File: src/rtl/cpu_run_ctrl.sv
// Front-panel run controller: debounced RUN/STEP buttons, HALT/RUN/STEP/FAULT FSM,
// CPU clock enable and status byte for fpga_leds. Define BREAKPOINT_EN for PC breakpoints.

module cpu_run_ctrl_debounce #(
    parameter int DB_CYCLES = 250000
) (
    input  logic clk,
    input  logic zro,
    input  logic btn,
    output logic press
);

    localparam int CW = $clog2(DB_CYCLES + 1);
    localparam logic [CW-1:0] DB_LAST = CW'(DB_CYCLES - 1);

    logic          sync1;
    logic          sync2;
    logic          level;
    logic [CW-1:0] cnt;

    // The level flips on the edge where the counter would reach DB_CYCLES;
    // press fires only when that flip is a 0->1.
    always_ff @(posedge clk) begin
        if (zro) begin
            sync1 <= 1'b0;
            sync2 <= 1'b0;
            level <= 1'b0;
            cnt   <= '0;
            press <= 1'b0;
        end else begin
            sync1 <= btn;
            sync2 <= sync1;
            press <= 1'b0;
            if (sync2 == level) begin
                cnt <= '0;
            end else if (cnt == DB_LAST) begin
                level <= ~level;
                cnt   <= '0;
                press <= ~level;
            end else begin
                cnt <= cnt + CW'(1);
            end
        end
    end

endmodule

module cpu_run_ctrl #(
    parameter int DB_CYCLES = 250000
`ifdef BREAKPOINT_EN
    ,
    parameter int ADDR_W = 8
`endif
) (
    input  logic        clk,
    input  logic        zro,
    input  logic        btn_run,
    input  logic        btn_step,
    input  logic        cpu_hlt,
    input  logic        cpu_err,
    input  logic [2:0]  cpu_flags,
`ifdef BREAKPOINT_EN
    input  logic        bp_valid,
    input  logic [ADDR_W-1:0] bp_addr,
    input  logic [ADDR_W-1:0] pc,
`endif
    output logic        cpu_en,
    output logic        run,
    output logic [7:0]  status
);

    localparam logic [1:0] S_HALT  = 2'b00;
    localparam logic [1:0] S_RUN   = 2'b01;
    localparam logic [1:0] S_STEP  = 2'b10;
    localparam logic [1:0] S_FAULT = 2'b11;

    logic       run_press;
    logic       step_press;
    logic       bp_hit;
    logic [1:0] state;
    logic [1:0] state_next;
    logic       halt_seen;
    logic       halt_seen_next;
    logic [2:0] flags;
    logic [2:0] flags_next;

    cpu_run_ctrl_debounce #(.DB_CYCLES(DB_CYCLES)) u_db_run (
        .clk   (clk),
        .zro   (zro),
        .btn   (btn_run),
        .press (run_press)
    );

    cpu_run_ctrl_debounce #(.DB_CYCLES(DB_CYCLES)) u_db_step (
        .clk   (clk),
        .zro   (zro),
        .btn   (btn_step),
        .press (step_press)
    );

`ifdef BREAKPOINT_EN
    assign bp_hit = (state == S_RUN) && bp_valid && (pc == bp_addr);
`else
    assign bp_hit = 1'b0;
`endif

    // A breakpoint hit holds the CPU off for the cycle it would have executed.
    assign cpu_en = !zro && (((state == S_RUN) && !bp_hit) || (state == S_STEP));

    assign flags_next = cpu_en ? cpu_flags : flags;

    always_comb begin
        state_next     = state;
        halt_seen_next = halt_seen;
        case (state)
            S_HALT: begin
                if (run_press) begin
                    state_next     = S_RUN;
                    halt_seen_next = 1'b0;
                end else if (step_press) begin
                    state_next     = S_STEP;
                    halt_seen_next = 1'b0;
                end
            end
            S_RUN: begin
                if (bp_hit) begin
                    state_next     = S_HALT;
                    halt_seen_next = 1'b1;
                end else if (cpu_err) begin
                    state_next = S_FAULT;
                end else if (cpu_hlt) begin
                    state_next     = S_HALT;
                    halt_seen_next = 1'b1;
                end else if (run_press) begin
                    state_next = S_HALT;
                end
            end
            S_STEP: begin
                if (cpu_err) begin
                    state_next = S_FAULT;
                end else begin
                    state_next = S_HALT;
                    if (cpu_hlt) begin
                        halt_seen_next = 1'b1;
                    end
                end
            end
            S_FAULT: begin
                state_next = S_FAULT;
            end
        endcase
    end

    // Status is built from next-state values so it lands on the same edge as the transition.
    always_ff @(posedge clk) begin
        if (zro) begin
            state     <= S_HALT;
            halt_seen <= 1'b0;
            flags     <= 3'b000;
            run       <= 1'b0;
            status    <= 8'h00;
        end else begin
            state     <= state_next;
            halt_seen <= halt_seen_next;
            flags     <= flags_next;
            run       <= (state_next == S_RUN);
            status    <= {(state_next == S_RUN), halt_seen_next, (state_next == S_FAULT),
                          flags_next, state_next};
        end
    end

endmodule

File: config.mk
export PLATFORM = sky130hd
export DESIGN_NAME = cpu_run_ctrl
export DESIGN_NICKNAME = d
export VERILOG_FILES = /design/src/rtl/cpu_run_ctrl.sv
export SDC_FILE = /design/constraint.sdc
export NUM_CORES = 1
export LEC_CHECK = 0
export CORE_ASPECT_RATIO = 1.25
export CORE_MARGIN = 2
export CORE_UTILIZATION = 61
export CTS_CLUSTER_DIAMETER = 120
export DETAILED_ROUTE_END_ITERATION = 10
export PLACE_DENSITY_LB_ADDON = 0.1
export SETUP_SLACK_MARGIN = 0.15
export SLEW_MARGIN = 20
export SYNTH_ARGS = -nofsm -noshare
export SYNTH_HDL_FRONTEND = slang
export SYNTH_SLANG_ARGS = --single-unit
File: constraint.sdc
create_clock -name clk -period 5.18 [get_ports clk]
set_input_delay 1.036 -clock clk [delete_from_list [all_inputs] [get_ports clk]]
set_output_delay 1.036 -clock clk [all_outputs]
set_load 0.01 [all_outputs]
==> reports/qor.txt <==
status: finished, final reports clean
WP buf/inv: 3
R2R Path End: u_db_step.cnt[15]$_SDFF_PP0_
Post-synth EDFFs: 0
VDD IR max: 223.7 µV
crit share post-route: 0.6371
vias in the first global route: 1719
final worst slack: 1.880 ns
CTS root buf: clkbuf_8
Power Density: 247.6 nW/µm²
Clock Skew: 0.008761 ns
register area share after synthesis: 0.4505
Detail Placement HPWL: 3.002 mm
hold buffer count at cts: 0
final hold slack: 0.4479 ns
placer congestion estimate: 0.7820
remaining antenna violation count: 0
Max Cap Violations: 0
cts bufs inserted: 5
Reg-to-Reg Start: u_db_step.cnt[4]$_SDFF_PP0_
mapped cell area: 2311 µm²
Starting Density: 0.6208
# DRC: 0
antenna violations before repair: 0
element type at the critical path end: output pin
Reg2Reg Depth: 4
TritonCTS Sinks: 52
ant diodes: 0
Crit. Startpoint: zro
RSZ-0062 raised after global routing: no
Slowest cell on crit path: clkdlybuf4s50_1
die area: 4300 µm²
Reg clk slew, reported paths: 0.08 ns
main flop type after synthesis: dfxtp_1
async set or reset register ratio after synthesis: 0
CTS-repair resized insts: 0
crit-path most repeated cell: clkdlybuf4s50_1
die extent in y: 72.82 µm
vias: 1766
cell count after synthesis: 258
Slew Viols, Final: 0
Avg WL per Cell: 12.82 µm
wirelength, routed: 4.076 mm
TritonRoute pass-1 iters: 4
largest net degree at the start of global routing: 19
Setup Viol. Count Final: 0
Post-Place Setup Slack: 1.873 ns
# rows: 25
FMAX: 303.0 MHz
crit path launch type: input pin
Worst EP required: 4.14 ns
commonest non-fill, non-tap cell in the layout: dfxtp_1
GRT Overall Usage: 0.2223
initial DRC count: 128
flop2flop setup slack: 3.20 ns
Crit path max-delay family: buffers and inverters
Final TNS setup: 0 ns
Yosys reg bits: 52
GR Overflow Total: 0
crit path kind: input pin to output pin
clk_lat worst skew: 0.31 ns
Hold Crit Class: flop to flop
Arr. time, crit path: 2.26 ns
CTS tree: built
Synth area leaders: dfxtp_1 45%, xnor2_1 8.7%, nor2_1 6.8%
endpoints failing hold: 0
clk buf depth: 2
most frequent cells in the layout: 52 x dfxtp_1, 42 x nor2_1, 23 x xnor2_1, 18 x clkdlybuf4s50_1, 15 x nand2_1
die width: 59.05 µm
# IOs: 19
Pleak: 0.8055 nW
Post-Syn Nets: 275
global-route wire length before repair: 7.348 mm
I/O Buffers: 18
DR vias/cell: 5.553
area grow syn2layout: 12.99%
Core Footprint: 3722 µm²
nets: 294
setup bufs post-CTS: 0
Worst Path Max Fanout: 18
CTS H-tree lvls: 2
Worst Setup EP: cpu_en
crit path cell chain: clkdlybuf4s50_1 -> buf_4 -> nor2b_1 -> clkdlybuf4s50_1
slowest cell delay on critical path: 0.53 ns
fin crit period: 3.300 ns
Synth top area share: 0.4505
cell accounting for the most synthesized area: dfxtp_1
fraction of layout instances using a drive strength above 1: 0.04676
number of distinct library cells after synthesis: 39
relative max-transition margin: 0.5720
Least-Margin Pin Slew: 0.6419 ns
Ys Warns: 0
Synth Area per Inst: 8.957 µm²
cell depth of the worst setup path: 4
[where the power goes]
group	total, W	internal, W	switching [W]
sequential	0.000402	0.000401	0.00000101
clock	0.000230	0.000109	0.000121
combinational	0.0000143	0.00000816	0.00000617
[flip-flops by register name, indices dropped and copies added, names as in the netlist]
register and count:
u_db_step.sync2 1, u_db_step.press 1, status 7, u_db_run.level 1
u_db_step.cnt 18, u_db_run.cnt 18, u_db_run.press 1, u_db_step.level 1
u_db_run.sync2 1, run 1, u_db_run.sync1 1, u_db_step.sync1 1
[worst min-delay path by stage]
stage | cells after the start | end | startpoint
after detailed placement | 1 | u_db_step.sync2$_SDFF_PP0_ | u_db_step.sync1$_SDFF_PP0_
final | 1 | u_db_step.sync2$_SDFF_PP0_ | u_db_step.sync1$_SDFF_PP0_
after floorplan | 1 | u_db_run.sync2$_SDFF_PP0_ | u_db_run.sync1$_SDFF_PP0_
after CTS | 1 | u_db_step.sync2$_SDFF_PP0_ | u_db_step.sync1$_SDFF_PP0_
after global placement | 1 | u_db_run.sync2$_SDFF_PP0_ | u_db_run.sync1$_SDFF_PP0_
after global routing | 1 | u_db_step.sync2$_SDFF_PP0_ | u_db_step.sync1$_SDFF_PP0_
[layout make-up]
type / count / area (µm²)
multi-input combinational: 191 / 1209
fill: 318 / 1111
sequential: 52 / 1041
timing repair buffer: 20 / 195.2
clock buffer: 8 / 90.09
tap: 40 / 50.05
inverter: 7 / 26.28
[synthesized netlist by cell type, types with 2 or more instances]
master    instances
dfxtp_1          52
nor2_1           42
xnor2_1          23
nand2_1          15
nand3_1          13
nor3_1           11
nor4_1           10
ha_1              8
inv_1             7
o21ai_0           7
a21oi_1           6
nand4_1           6
nor2b_1           6
or3_1             6
xor2_1            6
clkbuf_1          5
mux2i_1           4
or4_1             3
a211oi_1          2
and3_1            2
buf_4             2
nand2b_1          2
nor3b_1           2
nor4b_1           2
o31ai_1           2
[metrics by stage]
stage                       util  cell area (µm²)  total power (W)  instances
after floorplan                -             2311        0.0004177        258
after global placement    0.6763             2517        0.0004259        310
after detailed placement  0.6773             2521        0.0004262        310
after CTS                 0.7015             2611        0.0006550        318
after global routing      0.7015             2611        0.0006749        318
final                     0.7015             2611        0.0006465        318
[cells by family (layout without fill, tap and decap cells)]
logic type | count (synthesis) | after routing | share of synthesized area
adders and majority gates | 8 | 8 | 0.04332
and+or+nand+nor | 127 | 127 | 0.2859
DFF | 52 | 52 | 0.4505
buffers and inverters | 15 | 35 | 0.02815
muxes | 4 | 4 | 0.01733
xor gates and xnor gates | 29 | 29 | 0.1099
AOI/OAI and AO/OA | 23 | 23 | 0.06497
[layer usage]
metal	vias up	share of wire	global-route usage
li1	932	-	-
met1	804	0.46	0.2631
met2	22	0.49	0.3753
met3	8	0.025	0.05319
met4	0	0.026	0.1010
met5	-	0	0
Note: power is estimated with default switching activity, not from simulation.
